$ cat src/rtl/res_disp.sv
// Result display stage: captures an 8-bit result, converts it to hex or BCD digits
// with a one-bit-per-cycle shift-add-3 engine, and scans it onto a 4-digit common-anode display.
module res_disp #(
  parameter int SCAN_DIV = 16
) (
  input  logic       clk,
  input  logic       rst,
  input  logic [3:0] disp_high,
  input  logic [3:0] disp_low,
  input  logic       disp_load,
  input  logic       disp_dec,
  input  logic       disp_blank,
  output logic       disp_busy,
  output logic [6:0] disp_seg,
  output logic [3:0] disp_an
);

  localparam int CNT_W = (SCAN_DIV > 2) ? $clog2(SCAN_DIV) : 1;

  typedef enum logic {IDLE, CONV} state_t;

  state_t      r_state, w_state_nxt;
  logic [7:0]  r_val;
  logic        r_dec;
  logic [11:0] r_bcd;
  logic [2:0]  r_bit;
  logic [3:0]  r_d2, r_d1, r_d0;
  logic        r_show_dec;
  logic [CNT_W-1:0] r_cnt;
  logic [1:0]  r_idx;
  logic [3:0]  r_an;
  logic [6:0]  r_seg;

  logic        w_accept, w_done;
  logic        w_in_bit;
  logic [11:0] w_adj, w_bcd_nxt;
  logic [3:0]  w_digit;
  logic        w_blank;

  function automatic logic [6:0] seg7(input logic [3:0] d);
    case (d)
      4'h0: seg7 = 7'h40; 4'h1: seg7 = 7'h79; 4'h2: seg7 = 7'h24; 4'h3: seg7 = 7'h30;
      4'h4: seg7 = 7'h19; 4'h5: seg7 = 7'h12; 4'h6: seg7 = 7'h02; 4'h7: seg7 = 7'h78;
      4'h8: seg7 = 7'h00; 4'h9: seg7 = 7'h10; 4'hA: seg7 = 7'h08; 4'hB: seg7 = 7'h03;
      4'hC: seg7 = 7'h46; 4'hD: seg7 = 7'h21; 4'hE: seg7 = 7'h06; default: seg7 = 7'h0E;
    endcase
  endfunction

  always_comb begin
    w_state_nxt = r_state;
    w_accept    = 1'b0;
    w_done      = 1'b0;
    case (r_state)
      IDLE: if (disp_load) begin
        w_accept    = 1'b1;
        w_state_nxt = CONV;
      end
      CONV: if (r_bit == 3'd7) begin
        w_done      = 1'b1;
        w_state_nxt = IDLE;
      end
      default: w_state_nxt = IDLE;
    endcase
  end

  // Captured value stays intact (hex digits need it); bits are picked MSB first by r_bit.
  always_comb begin
    w_in_bit = r_val[3'd7 - r_bit];
    w_adj    = r_bcd;
    for (int n = 0; n < 3; n++) begin
      if (r_bcd[n*4 +: 4] >= 4'd5) w_adj[n*4 +: 4] = r_bcd[n*4 +: 4] + 4'd3;
    end
    w_bcd_nxt = {w_adj[10:0], w_in_bit};
  end

  always_ff @(posedge clk or posedge rst) begin
    if (rst) begin
      r_state    <= IDLE;
      r_val      <= 8'h00;
      r_dec      <= 1'b0;
      r_bcd      <= 12'h000;
      r_bit      <= 3'd0;
      r_d2       <= 4'h0;
      r_d1       <= 4'h0;
      r_d0       <= 4'h0;
      r_show_dec <= 1'b0;
    end else begin
      r_state <= w_state_nxt;
      if (w_accept) begin
        r_val <= {disp_high, disp_low};
        r_dec <= disp_dec;
        r_bcd <= 12'h000;
        r_bit <= 3'd0;
      end else if (r_state == CONV) begin
        r_bcd <= w_bcd_nxt;
        r_bit <= r_bit + 3'd1;
      end
      // Shown digits change only here, so a conversion never leaks partial results.
      if (w_done) begin
        r_show_dec <= r_dec;
        if (r_dec) begin
          r_d2 <= w_bcd_nxt[11:8];
          r_d1 <= w_bcd_nxt[7:4];
          r_d0 <= w_bcd_nxt[3:0];
        end else begin
          r_d2 <= 4'h0;
          r_d1 <= r_val[7:4];
          r_d0 <= r_val[3:0];
        end
      end
    end
  end

  always_comb begin
    w_digit = 4'h0;
    w_blank = 1'b1;
    case (r_idx)
      2'd0: begin
        w_digit = r_d0;
        w_blank = 1'b0;
      end
      2'd1: begin
        w_digit = r_d1;
        w_blank = r_show_dec ? (disp_blank && r_d2 == 4'h0 && r_d1 == 4'h0)
                             : (disp_blank && r_d1 == 4'h0);
      end
      2'd2: begin
        w_digit = r_d2;
        w_blank = r_show_dec ? (disp_blank && r_d2 == 4'h0) : 1'b1;
      end
      default: begin
        w_digit = 4'h0;
        w_blank = 1'b1;
      end
    endcase
  end

  always_ff @(posedge clk or posedge rst) begin
    if (rst) begin
      r_cnt <= '0;
      r_idx <= 2'd0;
      r_an  <= 4'b1111;
      r_seg <= 7'h7F;
    end else begin
      if (r_cnt == CNT_W'(SCAN_DIV - 1)) begin
        r_cnt <= '0;
        r_idx <= r_idx + 2'd1;
      end else begin
        r_cnt <= r_cnt + CNT_W'(1);
      end
      r_an  <= ~(4'b0001 << r_idx);
      r_seg <= w_blank ? 7'h7F : seg7(w_digit);
    end
  end

  assign disp_busy = (r_state == CONV);
  assign disp_seg  = r_seg;
  assign disp_an   = r_an;

endmodule

$ cat config.mk
export PLATFORM = sky130hd
export DESIGN_NAME = res_disp
export DESIGN_NICKNAME = d
export VERILOG_FILES = /design/src/rtl/res_disp.sv
export SDC_FILE = /design/constraint.sdc
export NUM_CORES = 1
export LEC_CHECK = 0
export CORE_MARGIN = 2
export CORE_UTILIZATION = 57
export CTS_CLUSTER_DIAMETER = 80
export CTS_CLUSTER_SIZE = 40
export DETAILED_ROUTE_END_ITERATION = 10
export PLACE_DENSITY = 0.84
export SYNTH_ARGS = -nofsm -noshare
export SYNTH_HDL_FRONTEND = slang
export SYNTH_SLANG_ARGS = --single-unit
$ cat constraint.sdc
create_clock -name clk -period 2.6 [get_ports clk]
set_input_delay 0.26 -clock clk [delete_from_list [all_inputs] [get_ports clk]]
set_output_delay 0.26 -clock clk [all_outputs]
set_load 0.05 [all_outputs]
==> out/metrics.yaml, run 1 <==
power_and_ir_drop:
  p_per_area_nw_per_um2: 894
  internal_power_mw: 1.85
  switching_share_pct: 36.6
  p_clk_share_pct: 16.4
  peakVddDrop_v: 0.000635
  p_seq_share_pct: 47.8
  leakagePower_nw: 1.44
  p_sw_mw: 1.07
  combPwrFrac_pct: 35.8
sta:
  slew_violations: 0
  skew_ps: 12.8
  finalSetupViolations: 0
  setup-tns-final_ps: 0
  worstMarginPinSlew_ps: 509
  fin_crit_ps: 2250
  slew_headroom_pct: 66.1
  rsz0062_at_grt: "false"
  fin_crit_sh_pct: 86.7
  finalHoldViolations: 0
  fmax_ghz: 0.444
floorplanning:
  fp-row-count: 25
  core_area_um2: 4750
  die_area_um2: 5560
  die_h_um: 74.6
  ioPinCount: 25
  die-width_um: 74.6
  start_util_pct: 59.7
yosys:
  synth_top_area_share_pct: 38.8
  synth_nets: 301
  postSynthAreaPerCell_um2: 10.6
  yosysUniqueCellTypes: 36
  synthTopCellsByArea: "dfrtp_1 (39%), dfstp_2 (10%), ha_1 (8.8%)"
  yosys_warnings: 0
  postSynthCellCount: 268
  synth_edf_count: 0
  synth_flop_cell: "dfrtp_1"
  synth_seq_cells: 55
  netlist_area_um2: 2840
  yosysSeqAreaShare_pct: 48.9
  yosysTopAreaCell: "dfrtp_1"
  async_reset_ff_share_pct: 100
global_routing:
  grt_usage_pct: 21.3
  grt_max_degree: 23
  grt_pass1_vias: 2028
  grt_pass1_wl_um: 8920
  grt_overflow: 0
  antenna_found_initial: 0
layout:
  antennaDiodeCount: 0
  fin_nets: 330
  final_cells: 365
  drive_gt1_share_pct: 14.1
  area_growth_pct: 15.2
critical_path:
  required_ps: 2810
  critical_path.max_fanout: 6
  crit_path_end_kind: "flip-flop"
  crit_type: "reg2reg"
  cp.arrival_ps: 2460
  startpoint_type: "flip-flop"
routing:
  firstDrtPassIters: 4
  postRouteAntennaNets: 0
  vias_per_cell: 5.64
  vias: 2057
  drc: 0
  wl_per_cell_um: 14.2
  wl_um: 5180
  drtIter0Drc: 168
status:
  status: "completed"
clocking:
  cts_tree: "done"
  ctsResizeCount: 0
  clock_sinks: 55
  cts_root_buffer: "clkbuf_8"
  cts-buffers-inserted: 5
  h-tree-depth: 2
  clock_latency_ps: 320
  cts_buffer_depth: 2
  hold_buffers: 0
  post_cts_buffers: 0
  clk_pin_slew_worst_paths_ps: 90
place:
  io_buffers: 24
  hpwl_um: 3890
  dp_cells: 357
  place.gp.congestion: 0.868
hold_path:
  min_path_type: "in2async"
job:
  max_cap_viol_count: 0
==> synthesized netlist by cell type, drive strengths merged, types with 3 or more instances <==
library cell  instances
nand3                 7
clkbuf                7
dfrtp                44
nor2                 11
xnor2                 4
dfstp                11
mux2                 12
ha                   20
inv                  17
nor3b                 5
nand2b               12
a22o                  4
a21oi                13
o31ai                 6
o21ai                21
mux2i                12
nand2                33
o211ai                3
a222oi                4
==> state kept, by name, indices dropped and copies added (netlist names) <==
signal / flops
r_dec: 1
disp_busy: 1
r_val: 8
r_bcd: 12
disp_seg: 7
r_show_dec: 1
disp_an: 4
r_d1: 4
r_idx: 2
r_cnt: 4
r_bit: 3
r_d0: 4
r_d2: 4
==> through the flow <==
step | hold WS (ps) | utilization, % | setup slack [ps] | instance area [µm²] | power [mW]
5_1_grt | 268 | 68.8 | 165 | 3270 | 3.17
2_1_floorplan | 412 | - | 557 | 2840 | 2.18
6_report | 229 | 68.8 | 346 | 3270 | 2.93
4_1_cts | 247 | 68.8 | 346 | 3270 | 2.94
3_3_place_gp | 461 | 66.9 | 457 | 3180 | 2.41
3_5_place_dp | 464 | 66.9 | 359 | 3180 | 2.46
==> logic make-up (layout without fill, tap and decap cells) <==
kind of cell,count (synthesis),after routing,synth area share (%)
buffers and inverters,26,56,3.48
multiplexers,26,26,10.6
flip-flops,55,55,48.9
XOR/XNOR,6,6,1.85
AO/OA/AOI/OAI,60,60,13.5
adder cells (fa/ha/maj),20,20,8.81
AND/OR/NAND/NOR,75,75,12.8
==> power groups by stage <==
stage          combinational (mW)  clock (mW)  sequential (mW)
2_1_floorplan               0.864           0             1.32
3_3_place_gp                 1.00           0             1.41
3_5_place_dp                 1.05           0             1.42
4_1_cts                      1.06       0.490             1.40
5_1_grt                      1.20       0.527             1.44
6_report                     1.05       0.479             1.40
==> final timing paths <==
path / from / end / slack, ps / cells after the start
worst max-delay path: r_idx[0]$_DFFE_PP0N_ / disp_seg[4]$_DFF_PP1_ / 350 / 7
worst min-delay path: rst / r_d1[1]$_DFFE_PP0P_ / 230 / 2
worst max register to register: r_idx[0]$_DFFE_PP0N_ / disp_seg[4]$_DFF_PP1_ / 350 / 7
worst min register to register: r_show_dec$_DFFE_PP0P_ / r_show_dec$_DFFE_PP0P_ / 490 / 2
max in group asynchronous: rst / r_idx[1]$_DFFE_PP0N_ / 1800 / 3
min in group clk: r_show_dec$_DFFE_PP0P_ / r_show_dec$_DFFE_PP0P_ / 490 / 2
==> layer usage <==
metal  GRT usage (%)  up-vias  share of wire, %
met5               0        -                 0
met4            7.94        0               1.9
met3            5.15        9               3.4
met2            35.7       36                51
met1            26.8     1007                44
li1                -     1005                 -
==> layout by cell type (no fill, tap or decap), drive strengths merged, types with 11 or more instances in the layout <==
cell type / instances
clkdlybuf4s50: 24
nor2: 11
dfstp: 11
a21oi: 13
ha: 20
o21ai: 21
mux2i: 12
dfrtp: 44
nand2b: 12
inv: 17
nand2: 33
mux2: 12
==> cell type report <==
cell class,count,area [µm²]
Fill cell,380,1480
Sequential cell,55,1390
Multi-Input combinational cell,187,1350
Timing Repair Buffer,31,293
Clock buffer,7,86.3
Tap cell,67,83.8
Inverter,17,63.8
Clock inverter,1,5.00
==> critical path: stages, from the launching register on <==
cell	delay, ps
dfrtp_1	430
inv_1	100
ha_1	270
a222oi_1	420
nor2_1	180
ha_1	230
mux2_2	250
o311ai_0	280
Note: power is estimated with default switching activity, not from simulation.
==> run 2: changes to the inputs <==
TNS_END_PERCENT = 20   (was unset)
==> results of run 2 <==
Same layout as run 1: the final DEF is identical, and so are final timing and power.
